`src/rtl/instr_sequencer.sv`:
```
// Multi-cycle instruction sequencer for the 20-bit, 32-entry register datapath:
// owns PC, IR and the retire counter, and handshakes with the execution paths.
module instr_sequencer #(
  parameter int         PC_W     = 5,
  parameter int         CNT_W    = 16,
  parameter logic [4:0] OP_NOP   = 5'd0,
  parameter logic [4:0] OP_JMP   = 5'd30,
  parameter logic [4:0] OP_HALT  = 5'd31,
  parameter int         MAX_WAIT = 16
) (
  input  logic             clk,
  input  logic             rst_n,
  input  logic             run,
  input  logic [19:0]      imem_data,
  input  logic             op_done,
  output logic [PC_W-1:0]  pc,
  output logic [19:0]      ir,
  output logic             op_start,
  output logic             reg_we,
  output logic             halted,
  output logic             fault,
  output logic [2:0]       state,
  output logic [CNT_W-1:0] retired
);

  typedef enum logic [2:0] {
    S_IDLE   = 3'd0,
    S_FETCH  = 3'd1,
    S_DECODE = 3'd2,
    S_EXEC   = 3'd3,
    S_WB     = 3'd4,
    S_HALT   = 3'd5
  } state_t;

  localparam int                WAIT_W      = $clog2(MAX_WAIT + 1);
  localparam logic [WAIT_W-1:0] WAIT_LAST   = WAIT_W'(MAX_WAIT - 1);
  localparam logic [CNT_W-1:0]  RETIRED_MAX = {CNT_W{1'b1}};

  state_t            state_q, state_d, resume_s;
  logic [PC_W-1:0]   pc_q, pc_d, pc_inc_s, jmp_tgt_s;
  logic [19:0]       ir_q, ir_d;
  logic [WAIT_W-1:0] wait_q, wait_d;
  logic [CNT_W-1:0]  retired_q, retired_d;
  logic              op_start_q, op_start_d;
  logic              reg_we_q, reg_we_d;
  logic              halted_q, halted_d;
  logic              fault_q, fault_d;
  logic              retire_s;
  logic [4:0]        opcode_s;

  assign opcode_s  = ir_q[4:0];
  assign jmp_tgt_s = PC_W'(ir_q[9:5]);
  assign pc_inc_s  = pc_q + PC_W'(1);
  // run is only consulted where the next fetch would begin
  assign resume_s  = run ? S_FETCH : S_IDLE;

  // Next-state, datapath-register and strobe decode
  always_comb begin
    state_d    = state_q;
    pc_d       = pc_q;
    ir_d       = ir_q;
    wait_d     = wait_q;
    op_start_d = 1'b0;
    reg_we_d   = 1'b0;
    halted_d   = halted_q;
    fault_d    = fault_q;
    retire_s   = 1'b0;
    case (state_q)
      S_IDLE: begin
        if (run) begin
          state_d = S_FETCH;
        end else begin
          state_d = S_IDLE;
        end
      end
      S_FETCH: begin
        ir_d    = imem_data;
        state_d = S_DECODE;
      end
      S_DECODE: begin
        if (opcode_s == OP_HALT) begin
          state_d  = S_HALT;
          halted_d = 1'b1;
          retire_s = 1'b1;
        end else if (opcode_s == OP_JMP) begin
          pc_d     = jmp_tgt_s;
          retire_s = 1'b1;
          state_d  = resume_s;
        end else if (opcode_s == OP_NOP) begin
          pc_d     = pc_inc_s;
          retire_s = 1'b1;
          state_d  = resume_s;
        end else begin
          state_d    = S_EXEC;
          wait_d     = '0;
          op_start_d = 1'b1;
        end
      end
      S_EXEC: begin
        if (op_done) begin
          state_d  = S_WB;
          reg_we_d = 1'b1;
        end else if (wait_q == WAIT_LAST) begin
          state_d  = S_HALT;
          halted_d = 1'b1;
          fault_d  = 1'b1;
        end else begin
          wait_d = wait_q + WAIT_W'(1);
        end
      end
      S_WB: begin
        pc_d     = pc_inc_s;
        retire_s = 1'b1;
        state_d  = resume_s;
      end
      S_HALT: begin
        state_d = S_HALT;
      end
      default: begin
        state_d = S_IDLE;
      end
    endcase
    if (retire_s && (retired_q != RETIRED_MAX)) begin
      retired_d = retired_q + CNT_W'(1);
    end else begin
      retired_d = retired_q;
    end
  end

  // State and output registers; reset discards any in-flight instruction
  always_ff @(posedge clk or negedge rst_n) begin
    if (!rst_n) begin
      state_q    <= S_IDLE;
      pc_q       <= '0;
      ir_q       <= 20'd0;
      wait_q     <= '0;
      retired_q  <= '0;
      op_start_q <= 1'b0;
      reg_we_q   <= 1'b0;
      halted_q   <= 1'b0;
      fault_q    <= 1'b0;
    end else begin
      state_q    <= state_d;
      pc_q       <= pc_d;
      ir_q       <= ir_d;
      wait_q     <= wait_d;
      retired_q  <= retired_d;
      op_start_q <= op_start_d;
      reg_we_q   <= reg_we_d;
      halted_q   <= halted_d;
      fault_q    <= fault_d;
    end
  end

  assign pc       = pc_q;
  assign ir       = ir_q;
  assign op_start = op_start_q;
  assign reg_we   = reg_we_q;
  assign halted   = halted_q;
  assign fault    = fault_q;
  assign state    = state_q;
  assign retired  = retired_q;

endmodule

```
`config.mk`:
```
export PLATFORM = sky130hd
export DESIGN_NAME = instr_sequencer
export DESIGN_NICKNAME = d
export VERILOG_FILES = /design/src/rtl/instr_sequencer.sv
export SDC_FILE = /design/constraint.sdc
export NUM_CORES = 1
export LEC_CHECK = 0
export CAP_MARGIN = 5
export CORE_UTILIZATION = 47
export DETAILED_ROUTE_END_ITERATION = 12
export GPL_TIMING_DRIVEN = 1
export PLACE_DENSITY = 0.79
export SYNTH_ARGS = -nofsm -noshare
export SYNTH_HDL_FRONTEND = slang
export SYNTH_SLANG_ARGS = --single-unit
```
`constraint.sdc`:
```
create_clock -name clk -period 2.2 [get_ports clk]
set_input_delay 0.44 -clock clk [delete_from_list [all_inputs] [get_ports clk]]
set_output_delay 0.44 -clock clk [all_outputs]
set_load 0.05 [all_outputs]
```
==> results of run 1 <==
[power breakdown]
group	leakage, nW	total, mW	switching [mW]	internal (mW)
sequential	0.675	1.64	0.314	1.32
combinational	0.730	2.86	1.78	1.08
clock	0.0443	0.545	0.295	0.250
[cell usage in the layout, fill, tap and decap left out, types with 2 or more instances in the layout]
cell type	instances
nand3_1	6
dfrtp_1	53
inv_1	4
nand2_1	17
nor2_1	13
nand4_1	5
a22o_1	5
xor2_1	13
nor2b_1	2
o22ai_1	2
and3_1	2
nor3_2	3
nor3_1	7
or2_2	2
nor4_2	2
mux2_2	20
clkdlybuf4s50_1	67
ha_1	4
nand2b_1	2
xnor2_1	2
mux2i_1	2
nor3b_1	3
clkbuf_8	6
and2_1	2
o21ai_0	14
a21oi_1	8
buf_4	9
[cells by family (layout without fill, tap and decap cells)]
family / after synthesis / after routing / share of synthesized area
and+or+nand+nor: 72 / 72 / 0.166
buffers and inverters: 11 / 89 / 0.0196
adders and majority gates: 4 / 4 / 0.0201
muxes: 22 / 22 / 0.0987
AOI/OAI and AO/OA: 39 / 39 / 0.109
xor gates and xnor gates: 15 / 15 / 0.0529
DFF: 53 / 53 / 0.534
[per-layer routing]
layer | track usage | up-vias | routed length, µm
li1 | - | 932 | -
met1 | 0.268 | 970 | 2270
met2 | 0.333 | 52 | 2580
met3 | 0.0549 | 5 | 244
met4 | 0.0503 | 0 | 36
met5 | 0 | - | 0
[flip-flops by register name, summed over array words and instances, names as in the netlist]
name and flops:
pc 5, state 3, ir 20, wait_q 5, reg_we 1, fault 1, retired 16, halted 1
op_start 1
[layout make-up]
cell class / count / area share
sequential: 53 / 0.391
multi-input combinational: 152 / 0.329
timing repair buffer: 78 / 0.225
tap: 70 / 0.0258
clock buffer: 7 / 0.0254
inverter: 4 / 0.00442
[through the flow]
stage	setup WS [ns]	instance area, µm²	hold WS [ns]	utilization	total power [mW]
2_1_floorplan	0.0461	2480	0.144	-	3.58
3_3_place_gp	0.271	3310	0.467	0.647	4.46
3_5_place_dp	0.192	3310	0.461	0.647	4.51
4_1_cts	0.0872	3390	0.149	0.664	5.07
5_1_grt	0.0284	3390	0.177	0.664	5.33
6_report	0.0989	3390	0.138	0.664	5.04
[how the worst min path moves through the flow]
stage,startpoint,end,slack [ns],depth (start not counted)
after floorplan,rst_n,fault,0.14,0
after global placement,fault,fault,0.47,1
after detailed placement,fault,fault,0.46,1
after CTS,rst_n,retired[10],0.15,1
after global routing,rst_n,retired[10],0.18,1
final,rst_n,retired[10],0.14,1
==> impl_metrics.py, run 1 <==
metrics = {
    "outcome": {
        "status": "finished, final reports clean",
    },
    "cts": {
        "clock_path_buffers": 2,
        "clk_pin_slew_ns": 0.09,
        "cts_hold_buffers": 0,
        "cts_tree": "yes",
        "htree_levels": 2,
        "ctsResizeCount": 0,
        "numCtsBuffers": 5,
        "cts.sinks": 53,
        "postCtsSetupRepairBufs": 0,
        "clk_latency_ns": 0.30,
        "clockRootBuffer": "clkbuf_8",
    },
    "sta": {
        "rsz0062_at_grt": "no",
        "setup_viol": 0,
        "min_period_ns": 2.10,
        "tns_ns": 0,
        "drv_slew": 0,
        "fin_worst_skew_ns": 0.00274,
        "finalCritPeriodShare": 0.955,
        "worst_pin_slew_ns": 0.605,
        "relSlewSlack": 0.597,
        "timing_hold_violations_final": 0,
        "max_freq_mhz": 476,
    },
    "worst_setup_path": {
        "reg2reg_depth": 5,
        "endpoint": "state[2]",
        "cpPeakStageDelay_ns": 0.86,
        "timing_worst_setup_path_type": "reg -> out",
        "end_kind": "primary output",
        "crit_arrival_ns": 1.66,
        "r2r_slack_ns": 0.13,
        "crit_cells": 1,
        "crit_chain": "clkdlybuf4s50_1",
        "cp_max_fo": 9,
        "critPathBufInv": 1,
        "r2r-start": "ir[4]",
        "required_ns": 1.76,
        "critPathLaunchType": "flip-flop",
        "path_delay_family": "buffers and inverters",
        "slowest_stage": "clkdlybuf4s50_1",
        "worstReg2RegEnd": "pc[3]",
        "setup.worst_path.start": "state[2]",
    },
    "route": {
        "wire_per_inst_um": 14.1,
        "vias": 1959,
        "dr.pass1.iters": 4,
        "wirelength_um": 5130,
        "drc_errors": 0,
        "ant_nets": 0,
        "via_per_inst": 5.38,
        "drt_first_iter_violations": 91,
    },
    "place": {
        "dp.cells": 357,
        "place_congestion": 0.783,
        "port_buffers": 71,
        "dp_hpwl_um": 3730,
    },
    "logic_synthesis": {
        "synthTopCellsByCount": "dfrtp_1 (53), mux2_2 (20), nand2_1 (17), o21ai_0 (14)",
        "netlist_area_um2": 2480,
        "synth_top_flop_cell": "dfrtp_1",
        "synth_nets": 244,
        "synthDistinctLibCells": 41,
        "synth_top_area_frac": 0.534,
        "synth_seq_area_share": 0.534,
        "synth_seq_cells": 53,
        "synth_edf_count": 0,
        "ys_async_sr_fraction": 1.00,
        "avgSynthCellArea_um2": 11.5,
        "synth.top_cells.by_area": "dfrtp_1 (53%), mux2_2 (9.1%), xor2_1 (4.6%)",
        "synth_most_common_cell": "dfrtp_1",
        "syn_inst": 216,
        "yosys_warnings": 0,
        "yosysTopAreaCell": "dfrtp_1",
    },
    "power": {
        "leakagePower_nw": 1.45,
        "p_per_area_nw_per_um2": 1480,
        "max-vdd-ir-drop_mv": 0.895,
    },
    "grt": {
        "grt_use_total": 0.203,
        "grt_pass1_vias": 1823,
        "grt_pass1_wl_um": 8540,
        "overflow": 0,
        "antenna_found_initial": 0,
        "grt_start_max_net_pins": 29,
    },
    "layout": {
        "antenna_cells": 0,
        "final_cells": 364,
        "n_fill_cell": 412,
        "nets": 322,
        "drive_above_1_share": 0.173,
        "area_delta_synth_final_pct": 36.6,
        "register_area_um2": 1330,
        "multi_input_area_um2": 1110,
    },
    "floorplanning": {
        "start_util": 0.487,
        "die_h_um": 74.7,
        "die_area_um2": 5580,
        "fp.dieW_um": 74.7,
        "num_rows": 26,
        "io_pins": 72,
        "core-area_um2": 5110,
    },
    "job": {
        "max_cap_viol_count": 0,
    },
    "hold_path": {
        "hold_class": "in -> async",
    },
}
No activity file was read; power rests on OpenSTA's default activity.
==> run 2: changes to the inputs <==
--- a/config.mk
+++ b/config.mk
@@ -5,7 +5,7 @@
 export SDC_FILE = /design/constraint.sdc
 export NUM_CORES = 1
 export LEC_CHECK = 0
-export CAP_MARGIN = 5
+export CAP_MARGIN = 25
 export CORE_UTILIZATION = 47
 export DETAILED_ROUTE_END_ITERATION = 12
 export GPL_TIMING_DRIVEN = 1
==> results of run 2 <==
The final DEF is identical to that of run 1; final timing and power are the same.
